### src/rtl/motoro_uart_cmd_rx.sv
// rtl/motoro_uart_cmd_rx.sv - 8N1 serial command receiver driving motor start/invert/frequency controls
// Define MOTORO_CMD_CHKSUM_EN to require a trailing XOR checksum byte on every frame.
module motoro_uart_cmd_rx #(
   parameter int unsigned CLK_DIV      = 434,
   parameter int unsigned TIMEOUT_BITS = 20,
   parameter logic [9:0]  FREQ_RST     = 10'd0
) (
   input  logic       clk50mhz,
   input  logic       nReset,
   input  logic       rs232_rx,
   output logic [9:0] m3freq,
   output logic       m3freqLoad,
   output logic       m3start,
   output logic       m3invOrStop,
   output logic       cmdErr,
   output logic [7:0] rxByte,
   output logic       rxValid
);
   localparam int unsigned HALF     = CLK_DIV / 2;
   localparam int unsigned TO_LIMIT = TIMEOUT_BITS * CLK_DIV;
   localparam int unsigned BW       = $clog2(CLK_DIV);
   localparam int unsigned TW       = $clog2(TO_LIMIT);
   localparam logic [7:0]  CMD_S    = 8'h53;
   localparam logic [7:0]  CMD_I    = 8'h49;
   localparam logic [7:0]  CMD_F    = 8'h46;

   typedef enum logic [1:0] {RX_IDLE, RX_START, RX_DATA, RX_STOP} rx_state_t;
   typedef enum logic [1:0] {P_CMD, P_FHI, P_FLO, P_CHK} p_state_t;

   logic          r_sync1, r_sync2, r_sync_d;
   logic          w_fall;
   rx_state_t     r_rx_state, w_rx_next;
   logic [BW-1:0] r_bit_cnt;
   logic [2:0]    r_bit_idx;
   logic [7:0]    r_shift;
   logic          r_brk;
   logic          w_half_tick, w_bit_tick, w_sample, w_stop_ok, w_frame_err;
   logic          r_rx_valid;
   logic [7:0]    r_rx_byte;

   p_state_t      r_p_state, w_p_next;
   logic [1:0]    r_freq_hi;
`ifdef MOTORO_CMD_CHKSUM_EN
   logic [7:0]    r_freq_lo, r_chk, r_pend;
`endif
   logic          w_start, w_inv, w_load, w_proto_err;
   logic [9:0]    w_commit;
   logic [TW-1:0] r_to_cnt;
   logic          w_to_run, w_timeout;
   logic          r_m3start, r_m3inv, r_m3load, r_cmd_err;
   logic [9:0]    r_m3freq;

   always_ff @(posedge clk50mhz or negedge nReset) begin
      if (!nReset) begin
         r_sync1  <= 1'b1;
         r_sync2  <= 1'b1;
         r_sync_d <= 1'b1;
      end else begin
         r_sync1  <= rs232_rx;
         r_sync2  <= r_sync1;
         r_sync_d <= r_sync2;
      end
   end

   assign w_fall      = r_sync_d & ~r_sync2;
   assign w_half_tick = (r_bit_cnt == BW'(HALF - 1));
   assign w_bit_tick  = (r_bit_cnt == BW'(CLK_DIV - 1));

   always_ff @(posedge clk50mhz or negedge nReset) begin
      if (!nReset) r_rx_state <= RX_IDLE;
      else         r_rx_state <= w_rx_next;
   end

   // After a framing error r_brk holds RX_STOP until the line idles high again.
   always_comb begin
      w_rx_next = r_rx_state;
      case (r_rx_state)
         RX_IDLE:  if (w_fall) w_rx_next = RX_START;
         RX_START: if (w_half_tick) w_rx_next = r_sync2 ? RX_IDLE : RX_DATA;
         RX_DATA:  if (w_bit_tick && r_bit_idx == 3'd7) w_rx_next = RX_STOP;
         RX_STOP: begin
            if (r_brk) begin
               if (r_sync2) w_rx_next = RX_IDLE;
            end else if (w_bit_tick && r_sync2) begin
               w_rx_next = RX_IDLE;
            end
         end
         default:  w_rx_next = RX_IDLE;
      endcase
   end

   always_comb begin
      w_sample    = 1'b0;
      w_stop_ok   = 1'b0;
      w_frame_err = 1'b0;
      case (r_rx_state)
         RX_DATA: w_sample = w_bit_tick;
         RX_STOP: begin
            if (!r_brk && w_bit_tick) begin
               w_stop_ok   = r_sync2;
               w_frame_err = ~r_sync2;
            end
         end
         default: ;
      endcase
   end

   always_ff @(posedge clk50mhz or negedge nReset) begin
      if (!nReset) begin
         r_bit_cnt  <= '0;
         r_bit_idx  <= 3'd0;
         r_shift    <= 8'h00;
         r_brk      <= 1'b0;
         r_rx_valid <= 1'b0;
         r_rx_byte  <= 8'h00;
      end else begin
         if (r_rx_state == RX_IDLE || w_rx_next != r_rx_state || w_bit_tick)
            r_bit_cnt <= '0;
         else
            r_bit_cnt <= r_bit_cnt + 1'b1;
         if (r_rx_state != RX_DATA) r_bit_idx <= 3'd0;
         else if (w_sample)         r_bit_idx <= r_bit_idx + 3'd1;
         if (w_sample) r_shift <= {r_sync2, r_shift[7:1]};
         if (w_frame_err)                r_brk <= 1'b1;
         else if (w_rx_next == RX_IDLE) r_brk <= 1'b0;
         r_rx_valid <= w_stop_ok;
         if (w_stop_ok) r_rx_byte <= r_shift;
      end
   end

   always_ff @(posedge clk50mhz or negedge nReset) begin
      if (!nReset) r_p_state <= P_CMD;
      else         r_p_state <= w_p_next;
   end

   always_comb begin
      w_p_next = r_p_state;
      if (w_frame_err || w_timeout) begin
         w_p_next = P_CMD;
      end else if (r_rx_valid) begin
         case (r_p_state)
`ifdef MOTORO_CMD_CHKSUM_EN
            P_CMD: begin
               if (r_rx_byte == CMD_F)                           w_p_next = P_FHI;
               else if (r_rx_byte == CMD_S || r_rx_byte == CMD_I) w_p_next = P_CHK;
            end
            P_FLO:   w_p_next = P_CHK;
`else
            P_CMD:   if (r_rx_byte == CMD_F) w_p_next = P_FHI;
            P_FLO:   w_p_next = P_CMD;
`endif
            P_FHI:   w_p_next = (r_rx_byte[7:2] == 6'd0) ? P_FLO : P_CMD;
            default: w_p_next = P_CMD;
         endcase
      end
   end

   always_comb begin
      w_start     = 1'b0;
      w_inv       = 1'b0;
      w_load      = 1'b0;
      w_proto_err = 1'b0;
`ifdef MOTORO_CMD_CHKSUM_EN
      w_commit    = {r_freq_hi, r_freq_lo};
`else
      w_commit    = {r_freq_hi, r_rx_byte};
`endif
      if (r_rx_valid && !w_timeout) begin
         case (r_p_state)
            P_CMD: begin
`ifndef MOTORO_CMD_CHKSUM_EN
               w_start = (r_rx_byte == CMD_S);
               w_inv   = (r_rx_byte == CMD_I);
`endif
               w_proto_err = (r_rx_byte != CMD_S) && (r_rx_byte != CMD_I) && (r_rx_byte != CMD_F);
            end
            P_FHI: w_proto_err = |r_rx_byte[7:2];
`ifdef MOTORO_CMD_CHKSUM_EN
            P_CHK: begin
               if (r_rx_byte == r_chk) begin
                  w_start = (r_pend == CMD_S);
                  w_inv   = (r_pend == CMD_I);
                  w_load  = (r_pend == CMD_F);
               end else begin
                  w_proto_err = 1'b1;
               end
            end
`else
            P_FLO: w_load = 1'b1;
`endif
            default: ;
         endcase
      end
   end

   always_ff @(posedge clk50mhz or negedge nReset) begin
      if (!nReset) begin
         r_freq_hi <= 2'd0;
`ifdef MOTORO_CMD_CHKSUM_EN
         r_freq_lo <= 8'h00;
         r_chk     <= 8'h00;
         r_pend    <= 8'h00;
`endif
      end else if (r_rx_valid) begin
         if (r_p_state == P_FHI) r_freq_hi <= r_rx_byte[1:0];
`ifdef MOTORO_CMD_CHKSUM_EN
         if (r_p_state == P_CMD) begin
            r_chk  <= r_rx_byte;
            r_pend <= r_rx_byte;
         end else if (r_p_state == P_FHI || r_p_state == P_FLO) begin
            r_chk  <= r_chk ^ r_rx_byte;
         end
         if (r_p_state == P_FLO) r_freq_lo <= r_rx_byte;
`endif
      end
   end

   // Inter-byte timeout only counts idle line time inside an unfinished frame.
   assign w_to_run   = (r_p_state != P_CMD) && (r_rx_state == RX_IDLE);
   assign w_timeout  = w_to_run && (r_to_cnt == TW'(TO_LIMIT - 1));

   always_ff @(posedge clk50mhz or negedge nReset) begin
      if (!nReset) begin
         r_to_cnt  <= '0;
         r_m3start <= 1'b0;
         r_m3inv   <= 1'b0;
         r_m3load  <= 1'b0;
         r_cmd_err <= 1'b0;
         r_m3freq  <= FREQ_RST;
      end else begin
         if (!w_to_run || w_timeout || w_fall) r_to_cnt <= '0;
         else                                  r_to_cnt <= r_to_cnt + 1'b1;
         r_m3start <= w_start;
         r_m3inv   <= w_inv;
         r_m3load  <= w_load;
         r_cmd_err <= w_frame_err | w_timeout | w_proto_err;
         if (w_load) r_m3freq <= w_commit;
      end
   end

   assign m3freq      = r_m3freq;
   assign m3freqLoad  = r_m3load;
   assign m3start     = r_m3start;
   assign m3invOrStop = r_m3inv;
   assign cmdErr      = r_cmd_err;
   assign rxByte      = r_rx_byte;
   assign rxValid     = r_rx_valid;
endmodule

### config.mk
export PLATFORM = sky130hd
export DESIGN_NAME = motoro_uart_cmd_rx
export DESIGN_NICKNAME = d
export VERILOG_FILES = /design/src/rtl/motoro_uart_cmd_rx.sv
export SDC_FILE = /design/constraint.sdc
export NUM_CORES = 1
export LEC_CHECK = 0
export CAP_MARGIN = 30
export CORE_UTILIZATION = 50
export CTS_CLUSTER_SIZE = 30
export DETAILED_ROUTE_END_ITERATION = 8
export DONT_BUFFER_PORTS = 1
export RECOVER_POWER = 50
export SYNTH_ARGS = -nofsm -noshare
export SYNTH_HDL_FRONTEND = slang
export SYNTH_SLANG_ARGS = --single-unit
### constraint.sdc
create_clock -name clk50mhz -period 4.3 [get_ports clk50mhz]
set_input_delay 0 -clock clk50mhz [delete_from_list [all_inputs] [get_ports clk50mhz]]
set_output_delay 0 -clock clk50mhz [all_outputs]
set_load 0.005 [all_outputs]
# After elaboration in Yosys (flattened, before gate mapping)
# Index checks and enable logic that the tools add are counted.
[classes] reduce_logical=27 bitwise=4 eq_ne=18 n_addsub=3 muxes=32
[ops] cell="$eq 8x7->1 const B" count=3
[ops] cell="$ne 8x7->1 const B" count=3
[ops] cell="$mux 2" count=11
[ops] cell="$add 14x1->14 const B" count=1
[ops] cell="$eq 14x14->1 const B" count=1
[ops] cell="$mux 1" count=14
[ops] cell="$mux 14" count=1
[ops] cell="$add 9x1->9 const B" count=1
[ops] cell="$eq 9x8->1 const B" count=1
[ops] cell="$eq 9x9->1 const B" count=1
[ops] cell="$mux 9" count=1
[ops] cell="$logic_and 1x1->1" count=8
[ops] cell="$pmux 2 s4" count=1
[ops] cell="$reduce_bool 2->1" count=4
[ops] cell="$eq 2x2->1 const B" count=3
[ops] cell="$logic_not 2->1" count=3
[ops] cell="$logic_not 6->1" count=1
[ops] cell="$mux 3" count=2
[ops] cell="$reduce_or 6->1" count=1
[ops] cell="$logic_or 1x1->1" count=5
[ops] cell="$eq 2x1->1 const B" count=2
[ops] cell="$pmux 2 s2" count=1
[ops] cell="$reduce_and 2->1" count=2
[ops] cell="$add 3x1->3 const B" count=1
[ops] cell="9 further kinds" count=12
[word_totals] wordCells=102 in_bits=3 ff_bits=67 out_inout_bits=23

# Logic depth before layout (Yosys ltp)
[logic_depth] depth_word=9 depth_mapped=8 mapped_depth_nobuf=6

# Worst setup path before layout
# Ideal clock, no wire load.
[synth_timing] path_type="reg2reg" start="register r_to_cnt[4]" end="register r_m3freq[0], in the netlist m3freq[0]" path_stages_with_launch=6 path_buffers=1 t_arrival_ns=2.149 synth_period_minus_slack_ns=2.274 required_ns=4.175 path_slack_ns=2.026 setup_time_ns=0.125 path_cell_list="dfrtp_1 > or4b_1 > or4_4 > o31a_1 > buf_6 > mux2_4"
[synth_via] elab_chain_len=5
[synth_lines] item="start, declared" line_no="48" source="logic [TW-1:0] r_to_cnt;"
[synth_lines] item="start signal, assigned" line_no="232" source="else r_to_cnt <= r_to_cnt + 1'b1;"
[synth_lines] item="$eq 14x14->1" line_no="220" source="assign w_timeout = w_to_run && (r_to_cnt == TW'(TO_LIMIT - 1));"
[synth_lines] item="$logic_and 1x1->1" line_no="220"
[synth_lines] item="$logic_not 1->1" line_no="168" source="if (r_rx_valid && !w_timeout) begin"
[synth_lines] item="$logic_and 1x1->1" line_no="168"
[synth_lines] item="$mux 1" line_no="168"
[synth_lines] item="net w_load" line_no="46" source="logic w_start, w_inv, w_load, w_proto_err;"
[synth_lines] item="end signal, assigned" line_no="237" source="if (w_load) r_m3freq <= w_commit;"
[synth_lines] item="end, declared" line_no="51" source="logic [9:0] r_m3freq;"
# The timed path passes the listed nets, and every way through them passes these cells.
# A chain may end at the register's enable or synchronous reset.

# Worst setup path in the final report
[layout_timing] start="register r_bit_cnt[1]" end="register r_rx_byte[1], in the netlist rxByte[1]"
[layout_via] elab_chain_len=4
[layout_lines] item="start, declared" line_no="33" source="logic [BW-1:0] r_bit_cnt;"
[layout_lines] item="start signal, assigned" line_no="120" source="r_bit_cnt <= r_bit_cnt + 1'b1;"
[layout_lines] item="$eq 9x9->1" line_no="67" source="assign w_bit_tick = (r_bit_cnt == BW'(CLK_DIV - 1));"
[layout_lines] item="$logic_and 1x1->1" line_no="99" source="if (!r_brk && w_bit_tick) begin"
[layout_lines] item="$mux 1" line_no="99"
[layout_lines] item="$mux 1" line_no="96" source="case (r_rx_state)"
[layout_lines] item="end signal, assigned" line_no="127" source="if (w_stop_ok) r_rx_byte <= r_shift;"
[layout_lines] item="end, declared" line_no="39" source="logic [7:0] r_rx_byte;"
# No other way between the ends.

==> results_dict.tcl <==
set metrics [dict create \
    drive_above_1_share 0.168 \
    grt_use_total 0.196 \
    synth-xor-area-share 0.0464 \
    cts_root_buf "clkbuf_8" \
    first_iter_violations 84 \
    fillers 470 \
    max_stage_delay_ps 780 \
    die_area_sq_mm 0.00635 \
    routabilityCongestion 0.806 \
    synth_compound_gate_area_share 0.0754 \
    grt_max_degree 68 \
    cts_setup_buffers 0 \
    dp.cells 326 \
    ir_drop_v 0.000248 \
    cts_tree "done" \
    drv_slew 0 \
    area_delta_synth_final_pct 10.0 \
    cts_buffers 9 \
    final_cell_mix "dfrtp_1 (64), nor2_1 (20), mux2_2 (18)" \
    postSynthAreaPerCell_sq_um 11.6 \
    final_common_cell "dfrtp_1" \
    hold_violations 0 \
    timing.fmax_mhz 390 \
    drtAntennaViolNets 0 \
    die_h_um 79.7 \
    initial_utilization 0.532 \
    path_class "flop to flop" \
    synthMuxAreaShare 0.112 \
    htreeDepth 3 \
    synthArstFlopShare 1.00 \
    cts_resized 0 \
    wl_mm 5.51 \
    antenna_found_initial 0 \
    core-area_sq_mm 0.00568 \
    final-setup-viol-count 0 \
    clkLatencyLatePin_ps 330 \
    port_buffers 0 \
    yosysWarnings 0 \
    synth_fa_ha_area_frac 0.0249 \
    finalNonFillerCells 345 \
    synth_top_family_by_area "simple AND/OR/NAND/NOR gates" \
    synthCells 260 \
    routedWlPerCell_um 16.0 \
    post-place-ws_ps 1760 \
    cp_data_required_time_ps 4520 \
    rows 27 \
    maxCapViolCount 0 \
    setup_slack_ps 1740 \
    fin_nets 277 \
    grt_first_pass_wirelength_mm 9.23 \
    power.density_mw_per_mm2 402 \
    yosys.area_share.simple 0.161 \
    cpMaxStageDelayCell "nor4bb_1" \
    crit_chain "inv_1, ha_1, nor4bb_1, nand3_1, or3_1, mux2_2" \
    arrival_ps 2780 \
    synth-edff-count 0 \
    rsz0062_at_grt "false" \
    fp.dieW_um 79.7 \
    drt-vias-per-instance 5.70 \
    synth.cell_area_sq_mm 0.00302 \
    via_count 1965 \
    synth.net_count 269 \
    yosysSeqAreaShare 0.557 \
    grt_pass1_vias 1885 \
    utilization 0.585 \
    cts_buffer_depth 2 \
    cp-end-kind "flop" \
    cts.sinks 67 \
    fin_skew_ps 7.22 \
    hold_path_class "primary input to asynchronous set/reset pin" \
    drt_pre_antenna_iters 4 \
    tightest_slew_ps 987 \
    io_pins 26 \
    hpwl_mm 3.66 \
    layout_min_cycle_time_ps 2560 \
    tns_ps 0 \
    period_share 0.596 \
    insertedDiodeCount 0 \
    status "finished, final reports clean" \
    synth_cell_types 46 \
    drc 0 \
    critPathLaunchType "flop" \
    ys.flop_type "dfrtp_1" \
    maxSlewHeadroom 0.333 \
    worstPathMaxFanout 9 \
    ys_seq_elements 67 \
    clkTransAtPathRegs_ps 70 \
    grt_overflow 0 \
    p_leak_nw 1.48 \
]
==> report_power, final <==
part | switching, W | internal (W)
Sequential | 0.0000429 | 0.000666
Combinational | 0.0000602 | 0.0000545
Clock | 0.000230 | 0.000283
==> per-stage QoR <==
step / area [sq um] / total power (W) / hold WS, ps
CTS: 3320 / 0.00135 / 193
global placement: 3080 / 0.000819 / -294
floorplan: 3020 / 0.000793 / -296
detailed placement: 3080 / 0.000817 / -294
finish: 3320 / 0.00134 / 208
global route: 3320 / 0.00140 / 201
==> registers in the layout (all words and copies together), names as in the netlist <==
signal and cells:
cmdErr 1, m3freq 10, m3freqLoad 1, m3invOrStop 1
m3start 1, r_bit_cnt 9, r_bit_idx 3, r_brk 1
r_freq_hi 2, r_p_state 2, r_rx_state 2, r_shift 8
r_sync1 1, r_sync2 1, r_sync_d 1, r_to_cnt 14
rxByte 8, rxValid 1
==> timing repair <==
| action | CTS | global route |
|---|---|---|
| hold endpoints to repair | 68 | 0 |
| endpoints found under the setup margin | 0 | 0 |
| hold buffers | 3 | 0 |
==> path summary, 6_finish.rpt <==
| kind | start | endpoint | slack [ps] | cells after the start |
|---|---|---|---|---|
| max reg2reg | r_bit_cnt[1] | rxByte[1] | 1740 | 6 |
| max | r_bit_cnt[1] | rxByte[1] | 1740 | 6 |
| min reg2reg | r_sync1 | r_sync2 | 360 | 0 |
| min | nReset | m3freq[1] | 210 | 2 |
| min in group clk50mhz | rs232_rx | r_sync1 | 210 | 1 |
| max in group asynchronous | nReset | r_sync1 | 3780 | 2 |
==> synthesized netlist by cell type, drive strengths merged (2+ instances only) <==
cell	count	area share
nor3b	3	0.0075
nand2b	2	0.0041
nand4	5	0.010
nand2	16	0.020
nand3	15	0.025
o21ai	7	0.012
nor2b	3	0.0062
xor2	5	0.015
dfstp	3	0.026
a21oi	12	0.020
a211oi	6	0.015
nor2	20	0.025
and3	3	0.0062
nor3	4	0.0066
clkbuf	5	0.0062
inv	11	0.014
a31oi	2	0.0041
ha	6	0.025
xnor2	11	0.032
or3	5	0.010
nand3b	2	0.0050
or4	2	0.0062
mux2	27	0.11
nor4	3	0.0062
dfrtp	64	0.53
==> cells by family (layout without fill, tap and decap cells) <==
family,Yosys count,count (layout)
DFF,67,67
buffers and inverters,17,30
AOI/OAI and AO/OA,36,36
adders and majority gates,6,6
muxes,27,27
xor gates and xnor gates,16,16
and+or+nand+nor,91,91
==> critical path, delay by kind of cell (launching register included) <==
kind,cells,cell delay (ps)
AND/OR/NAND/NOR,3,1510
flip-flops,1,400
multiplexers,1,330
adder cells (fa/ha/maj),1,130
buffers and inverters,1,80
==> per-layer routing <==
metal | GRT usage | wire [um] | up-vias
li1 | - | - | 947
met1 | 0.275 | 2760 | 984
met2 | 0.274 | 2450 | 27
met3 | 0.0594 | 210 | 7
met4 | 0.0982 | 87 | 0
met5 | 0 | 0 | -
==> cell type report <==
class                   count  area (sq um)  share of cell area
repair buffers              3          47.5              0.0143
inverters                  11          41.3              0.0124
multi-input cells         176          1270               0.382
well taps                  72          90.1              0.0271
clock inverters             4          50.0              0.0151
clock buffers              12           145              0.0437
flip-flops and latches     67          1680               0.506
Power figures use the tool's default switching activity.
